--- config.mk ---
export PLATFORM = sky130hd
export DESIGN_NAME = lsu_req_ctrl_flat
export DESIGN_NICKNAME = d
export VERILOG_FILES = /design/src/rtl/lsu_req_if.sv /design/src/rtl/lsu_req_ctrl.sv /design/src/flat_wrapper.sv
export SDC_FILE = /design/constraint.sdc
export NUM_CORES = 1
export LEC_CHECK = 0
export ABC_CLOCK_PERIOD_IN_PS = 1900
export CAP_MARGIN = 20
export CORE_ASPECT_RATIO = 1.5
export CORE_MARGIN = 8
export CORE_UTILIZATION = 36
export DETAILED_ROUTE_END_ITERATION = 12
export HOLD_SLACK_MARGIN = 0.08
export PLACE_DENSITY = 0.84
export SYNTH_ARGS = -nofsm -noshare
export SYNTH_HDL_FRONTEND = slang
export SYNTH_SLANG_ARGS = --single-unit
--- constraint.sdc ---
create_clock -name clk -period 1.9 [get_ports clk]
set_clock_uncertainty 0.05 [all_clocks]
set_input_delay 0.38 -clock clk [delete_from_list [all_inputs] [get_ports clk]]
set_output_delay 0.38 -clock clk [all_outputs]
set_load 0.05 [all_outputs]
--- src/rtl/lsu_req_if.sv ---
// Request/response handshake bundle between the core memory stage and the
// LSU request controller.
interface lsu_req_if #(
    parameter int DATA_WIDTH = 32
);
    logic                  req_valid;
    logic                  req_ready;
    logic                  req_we;
    logic [2:0]            req_funct3;
    logic [31:0]           req_addr;
    logic [DATA_WIDTH-1:0] req_wdata;

    logic                  rsp_valid;
    logic                  rsp_ready;
    logic [DATA_WIDTH-1:0] rsp_rdata;
    logic                  rsp_err;
    logic [1:0]            rsp_cause;

    // Core side: issues requests, consumes responses.
    modport master (
        output req_valid, req_we, req_funct3, req_addr, req_wdata, rsp_ready,
        input  req_ready, rsp_valid, rsp_rdata, rsp_err, rsp_cause
    );

    // Controller side: accepts requests, produces responses.
    modport slave (
        input  req_valid, req_we, req_funct3, req_addr, req_wdata, rsp_ready,
        output req_ready, rsp_valid, rsp_rdata, rsp_err, rsp_cause
    );
endinterface

--- src/rtl/lsu_req_ctrl.sv ---
// Request-side controller for the LSU: decodes funct3, faults bad accesses,
// drives one LSU access per request and returns a single response.
module lsu_req_ctrl #(
    parameter int          DATA_WIDTH     = 32,
    parameter int          ADDRESS_SPACE  = 4096,
    parameter logic [31:0] BASE_ADDR      = 32'h0000_0000,
    parameter int          NUM_DATA_TYPES = 6,
    localparam int         ADDR_W         = $clog2(ADDRESS_SPACE)
) (
    input  logic                  clk,
    input  logic                  reset_n,
    lsu_req_if.slave              bus,
    output logic [ADDR_W-1:0]     lsu_addr_o,
    output logic [DATA_WIDTH-1:0] lsu_data_o,
    output logic                  lsu_we_o,
    output logic [2:0]            lsu_dtype_o,
    input  logic [DATA_WIDTH-1:0] lsu_data_i,
    output logic                  busy
);
    typedef enum logic [1:0] {IDLE, ACCESS, CAPTURE, RESP} state_t;

    // The LSU disables all byte banks for this dtype code.
    localparam logic [2:0] DTYPE_NOP = 3'b111;

    localparam logic [1:0] CAUSE_NONE      = 2'd0;
    localparam logic [1:0] CAUSE_MISALIGN  = 2'd1;
    localparam logic [1:0] CAUSE_RANGE     = 2'd2;
    localparam logic [1:0] CAUSE_ILLEGAL   = 2'd3;

    state_t state;
    state_t state_next;

    logic                  accept;
    logic [2:0]            dtype_dec;
    logic                  illegal;
    logic                  misaligned;
    logic                  out_of_range;
    logic                  fault;
    logic [1:0]            cause_dec;
    logic                  below_base;
    logic [31:0]           off;

    logic                  rsp_valid_q;
    logic [DATA_WIDTH-1:0] rsp_rdata_q;
    logic                  rsp_err_q;
    logic [1:0]            rsp_cause_q;
    logic [ADDR_W-1:0]     lsu_addr_q;
    logic [DATA_WIDTH-1:0] lsu_data_q;
    logic                  lsu_we_q;
    logic [2:0]            lsu_dtype_q;

    assign accept = bus.req_valid && bus.req_ready;

    // Decode funct3 into an LSU dtype and classify the request's fault, if any.
    always_comb begin
        dtype_dec = DTYPE_NOP;
        illegal   = 1'b0;
        case (bus.req_funct3)
            3'b000: dtype_dec = 3'd0;
            3'b001: dtype_dec = 3'd1;
            3'b010: dtype_dec = 3'd2;
            3'b100: begin
                dtype_dec = 3'd3;
                illegal   = bus.req_we;
            end
            3'b101: begin
                dtype_dec = 3'd4;
                illegal   = bus.req_we;
            end
            default: illegal = 1'b1;
        endcase
        // A dtype code the LSU does not implement can never be issued.
        if (int'(dtype_dec) >= NUM_DATA_TYPES) begin
            illegal = 1'b1;
        end

        misaligned = ((bus.req_funct3[1:0] == 2'b01) && bus.req_addr[0]) ||
                     ((bus.req_funct3[1:0] == 2'b10) && (bus.req_addr[1:0] != 2'b00));

        // The 33-bit difference exposes the borrow, i.e. an address below the base.
        {below_base, off} = {1'b0, bus.req_addr} - {1'b0, BASE_ADDR};
        out_of_range = below_base || (off >= 32'(ADDRESS_SPACE));

        fault = illegal || misaligned || out_of_range;
        if (illegal) begin
            cause_dec = CAUSE_ILLEGAL;
        end else if (misaligned) begin
            cause_dec = CAUSE_MISALIGN;
        end else if (out_of_range) begin
            cause_dec = CAUSE_RANGE;
        end else begin
            cause_dec = CAUSE_NONE;
        end
    end

    // State register.
    always_ff @(posedge clk) begin
        if (!reset_n) begin
            state <= IDLE;
        end else begin
            state <= state_next;
        end
    end

    // Next-state logic: faults skip the LSU, stores skip the capture cycle.
    always_comb begin
        state_next = state;
        case (state)
            IDLE: begin
                if (accept) begin
                    state_next = fault ? RESP : ACCESS;
                end
            end
            ACCESS:  state_next = lsu_we_q ? RESP : CAPTURE;
            CAPTURE: state_next = RESP;
            RESP: begin
                if (rsp_valid_q && bus.rsp_ready) begin
                    state_next = IDLE;
                end
            end
            default: state_next = IDLE;
        endcase
    end

    // LSU drive and response registers, updated per state.
    always_ff @(posedge clk) begin
        if (!reset_n) begin
            rsp_valid_q <= 1'b0;
            rsp_rdata_q <= '0;
            rsp_err_q   <= 1'b0;
            rsp_cause_q <= CAUSE_NONE;
            lsu_addr_q  <= '0;
            lsu_data_q  <= '0;
            lsu_we_q    <= 1'b0;
            lsu_dtype_q <= DTYPE_NOP;
        end else begin
            case (state)
                IDLE: begin
                    if (accept) begin
                        if (fault) begin
                            rsp_valid_q <= 1'b1;
                            rsp_rdata_q <= '0;
                            rsp_err_q   <= 1'b1;
                            rsp_cause_q <= cause_dec;
                        end else begin
                            lsu_addr_q  <= off[ADDR_W-1:0];
                            lsu_dtype_q <= dtype_dec;
                            if (bus.req_we) begin
                                lsu_data_q <= bus.req_wdata;
                                lsu_we_q   <= 1'b1;
                            end
                        end
                    end
                end
                ACCESS: begin
                    lsu_we_q <= 1'b0;
                    if (lsu_we_q) begin
                        // Store done: the write happened at this edge.
                        lsu_dtype_q <= DTYPE_NOP;
                        rsp_valid_q <= 1'b1;
                        rsp_rdata_q <= '0;
                        rsp_err_q   <= 1'b0;
                        rsp_cause_q <= CAUSE_NONE;
                    end
                    // Loads keep addr/dtype so the LSU output decode stays valid.
                end
                CAPTURE: begin
                    lsu_dtype_q <= DTYPE_NOP;
                    rsp_valid_q <= 1'b1;
                    rsp_rdata_q <= lsu_data_i;
                    rsp_err_q   <= 1'b0;
                    rsp_cause_q <= CAUSE_NONE;
                end
                RESP: begin
                    if (bus.rsp_ready) begin
                        rsp_valid_q <= 1'b0;
                    end
                end
                default: ;
            endcase
        end
    end

    assign bus.req_ready = (state == IDLE) && reset_n;
    assign bus.rsp_valid = rsp_valid_q;
    assign bus.rsp_rdata = rsp_rdata_q;
    assign bus.rsp_err   = rsp_err_q;
    assign bus.rsp_cause = rsp_cause_q;

    // Gating with reset_n keeps a store caught by reset from writing at that edge.
    assign lsu_we_o    = lsu_we_q && reset_n;
    assign lsu_addr_o  = lsu_addr_q;
    assign lsu_data_o  = lsu_data_q;
    assign lsu_dtype_o = lsu_dtype_q;
    assign busy        = (state != IDLE);
endmodule
--- src/flat_wrapper.sv ---
// flat-port wrapper written by rule: the top's interface ports become plain ports
module lsu_req_ctrl_flat 
#(
    parameter int          DATA_WIDTH     = 32,
    parameter int          ADDRESS_SPACE  = 4096,
    parameter logic [31:0] BASE_ADDR      = 32'h0000_0000,
    parameter int          NUM_DATA_TYPES = 6,
    localparam int         ADDR_W         = $clog2(ADDRESS_SPACE)
)
  (clk, reset_n, lsu_addr_o, lsu_data_o, lsu_we_o, lsu_dtype_o, lsu_data_i, busy, bus_req_valid, bus_req_we, bus_req_funct3, bus_req_addr, bus_req_wdata, bus_rsp_ready, bus_req_ready, bus_rsp_valid, bus_rsp_rdata, bus_rsp_err, bus_rsp_cause);
  lsu_req_if #(.DATA_WIDTH(DATA_WIDTH)) bus_i ();
  input  logic clk;
  input  logic reset_n;
  output logic [ADDR_W-1:0] lsu_addr_o;
  output logic [DATA_WIDTH-1:0] lsu_data_o;
  output logic lsu_we_o;
  output logic [2:0] lsu_dtype_o;
  input  logic [DATA_WIDTH-1:0] lsu_data_i;
  output logic busy;
  input wire logic [$bits(bus_i.req_valid)-1:0] bus_req_valid;
  input wire logic [$bits(bus_i.req_we)-1:0] bus_req_we;
  input wire logic [$bits(bus_i.req_funct3)-1:0] bus_req_funct3;
  input wire logic [$bits(bus_i.req_addr)-1:0] bus_req_addr;
  input wire logic [$bits(bus_i.req_wdata)-1:0] bus_req_wdata;
  input wire logic [$bits(bus_i.rsp_ready)-1:0] bus_rsp_ready;
  output wire logic [$bits(bus_i.req_ready)-1:0] bus_req_ready;
  output wire logic [$bits(bus_i.rsp_valid)-1:0] bus_rsp_valid;
  output wire logic [$bits(bus_i.rsp_rdata)-1:0] bus_rsp_rdata;
  output wire logic [$bits(bus_i.rsp_err)-1:0] bus_rsp_err;
  output wire logic [$bits(bus_i.rsp_cause)-1:0] bus_rsp_cause;
  assign bus_i.req_valid = bus_req_valid;
  assign bus_i.req_we = bus_req_we;
  assign bus_i.req_funct3 = bus_req_funct3;
  assign bus_i.req_addr = bus_req_addr;
  assign bus_i.req_wdata = bus_req_wdata;
  assign bus_i.rsp_ready = bus_rsp_ready;
  assign bus_req_ready = bus_i.req_ready;
  assign bus_rsp_valid = bus_i.rsp_valid;
  assign bus_rsp_rdata = bus_i.rsp_rdata;
  assign bus_rsp_err = bus_i.rsp_err;
  assign bus_rsp_cause = bus_i.rsp_cause;
  lsu_req_ctrl #(.DATA_WIDTH(DATA_WIDTH), .ADDRESS_SPACE(ADDRESS_SPACE), .BASE_ADDR(BASE_ADDR), .NUM_DATA_TYPES(NUM_DATA_TYPES)) u_core (.clk(clk), .reset_n(reset_n), .bus(bus_i), .lsu_addr_o(lsu_addr_o), .lsu_data_o(lsu_data_o), .lsu_we_o(lsu_we_o), .lsu_dtype_o(lsu_dtype_o), .lsu_data_i(lsu_data_i), .busy(busy));
endmodule
==> results.ini <==
[grt]
grt_pass1_wl_mm=21.6
grt_max_degree=59
antenna_found_initial=0
grt_overflow=0
grt_pass1_vias=4165
track_usage_pct=19.6

[placement]
placed_cell_area_um2=5810
place_ws_ns=-0.689
numPortBuffers=189
gp_congestion=0.824
hpwl_mm=9.25

[timing]
drv_slew=0
fmaxAchievable_mhz=523
finalSetupViolations=2
finalCriticalPeriod_ns=1.91
layout_setup_ws_ns=-0.0111
hold_slack_ns=0.263
worst_slew_pin_slew_ns=0.526
period_share_pct=101
fin_tns_setup_ns=-0.0121
max-slew-margin-rel_pct=65.0
rsz0062_at_grt=yes
hold_violations=0

[floorplan]
die_area_um2=14000
die_height_um=141
rows=45
die_x_um=99.2
io_pins=190
start_util_pct=36.9
core_area_um2=10100

[synth]
netlist_instances=427
synth.area.top_cells=dfxtp_1 46%, nand2_1 13%, mux2i_1 9.4%, a21boi_1 8.8%, nand3_1 4.7%
yosys_warnings=0
syn_avg_cell_area_um2=8.75
synth_edf_count=0
synth_cell_types=38
synthArstFlopShare_pct=0
synth_flop_cell=dfxtp_1
seq_area_frac_synth_pct=46.1
syn_nets=535
ys_seq_elements=86
syn_area_um2=3740
yosys.area.top_type_share_pct=46.1
synth_top_area_cell=dfxtp_1

[clock_network]
cts_buffer_depth=2
cts_root_buf=clkbuf_16
numCtsBuffers=9
cts_hold_buf=0
clock_latency_ns=0.33
htree_levels=3
cts_tree=done
cts.sinks=86
clk_pin_slew_ns=0.06

[run_status]
violations=setup timing
outcome=finished, violations left

[setup_path]
required_ns=2.06
end_kind=flop
r2r_slack_ns=-0.01
r2r-end=u_core.bus.rsp_rdata[19]
r2r.worst_path.cells=8
r2r_start=u_core.state[0]
crit_type=reg2reg
cp-start-kind=flop
worstPathArrival_ns=2.07
crit_start=u_core.state[0]
cp-endpoint=u_core.bus.rsp_rdata[19]
crit_fanout=5

[cells_and_area]
drive_gt1_share_pct=38.0
antenna_cells=0
fin_nets=782
syn_to_final_growth_pct=78.4
design_area_um2=6670

[job]
drv_cap=0

[power_and_ir_drop]
power_per_cell_area_nw_per_um2=1120
vdd_ir_drop_max_v=0.000767
total_power_w=0.00744
p_leak_nw=2.77

[drt]
dr_wl_met2_mm=7.95
vias_per_cell=5.03
wl_per_cell_um=17.9
wl_met3_mm=1.00
firstDrtPassIters=4
drtIter0Drc=165
met1_length_mm=5.07
ant_nets=0
highest_layer=met4
drt_wl_total_mm=14.2
num_vias=4007
drc=0

[worst_hold_path]
hold_path.class=in2reg

-- stage by stage --
stage / instances / util [%]
global placement: 739 / 57.3
detailed placement: 739 / 57.3
CTS: 793 / 65.2
finish: 796 / 65.8
floorplan: 427 / -
global route: 796 / 65.8
-- cell usage in the layout, fill, tap and decap left out, types with 9 or more instances in the layout --
| cell type | instances |
|---|---|
| a21boi_1 | 39 |
| buf_12 | 9 |
| buf_4 | 133 |
| buf_6 | 17 |
| clkbuf_16 | 11 |
| clkbuf_2 | 12 |
| clkdlybuf4s50_1 | 76 |
| dfxtp_1 | 84 |
| mux2i_1 | 33 |
| nand2_1 | 100 |
| nand2_2 | 29 |
| nand3_1 | 33 |
| nor2_1 | 9 |
-- flip-flops by register name, summed over array words and instances, names as in the netlist --
name,count
u_core.state,2
u_core.lsu_dtype_o,3
u_core.bus.rsp_rdata,32
u_core.lsu_we_q,1
u_core.bus.rsp_err,1
u_core.bus.rsp_cause,2
u_core.lsu_data_o,32
u_core.bus.rsp_valid,1
u_core.lsu_addr_o,12
-- how the worst min path moves through the flow --
stage,slack [ns],depth (start not counted),from,end
final,0.26,2,reset_n,u_core.lsu_dtype_o[0]
after floorplan,0.45,2,u_core.state[0],u_core.state[0]
after global routing,0.26,2,reset_n,u_core.lsu_dtype_o[0]
after global placement,0.39,2,u_core.lsu_addr_o[9],u_core.lsu_addr_o[9]
after detailed placement,0.39,2,u_core.lsu_data_o[4],u_core.lsu_data_o[4]
after CTS,0.24,2,reset_n,u_core.lsu_dtype_o[0]
-- final cells by class --
class	count	area [µm²]
fillers	777	3470
repair buffers	262	2370
multi-input cells	311	2120
flip-flops and latches	86	1720
clock buffers	13	270
well taps	117	146
inverters	4	18.8
clock inverters	3	17.5
-- logic make-up (layout without fill, tap and decap cells) --
logic type,Yosys count,in the layout,share of synthesized area (%)
flip-flops,86,86,46.1
AO/OA/AOI/OAI,60,60,11.9
AND/OR/NAND/NOR,208,212,26.3
multiplexers,35,35,9.37
adder cells (fa/ha/maj),4,4,1.34
buffers and inverters,34,282,5.06
-- power breakdown --
| group | switching [W] | internal, W |
|---|---|---|
| Clock | 0.000668 | 0.000988 |
| Sequential | 0.0000975 | 0.00196 |
| Combinational | 0.00186 | 0.00186 |
-- routing by layer --
layer,GRT usage (%),up-vias
met5,0,-
met4,6.24,0
met3,6.65,17
met2,37.4,144
met1,19.0,1892
li1,-,1954
-- synthesized netlist by cell type (3+ instances only) --
master,n
nand3_1,35
buf_6,7
ha_1,4
clkbuf_1,16
nor4_2,5
nand2_1,129
mux2i_1,35
a21oi_1,4
nor2_1,9
buf_2,7
inv_1,4
and2_1,3
dfxtp_1,86
nor4_1,4
a21boi_1,44
nor4b_1,4
nor3_1,3
or4_1,3
nor2b_1,3
-- critical path, cell delays in order, from the launching register on --
cell and delay [ns]:
dfxtp_2 0.34, buf_4 0.13, ha_1 0.21, inv_2 0.08
nand2_1 0.09, or3b_4 0.45, buf_6 0.15, buf_12 0.13
mux2i_2 0.14
-- timing repair --
action / CTS / global route
endpoints found under the hold margin: 0 / 0
endpoints found under the setup margin: 85 / 86
cloned: 10 / 2
buffers inserted: 28 / 9
resized for setup: 59 / 84
pin swaps: 33 / 53
No activity file was read; power rests on OpenSTA's default activity.
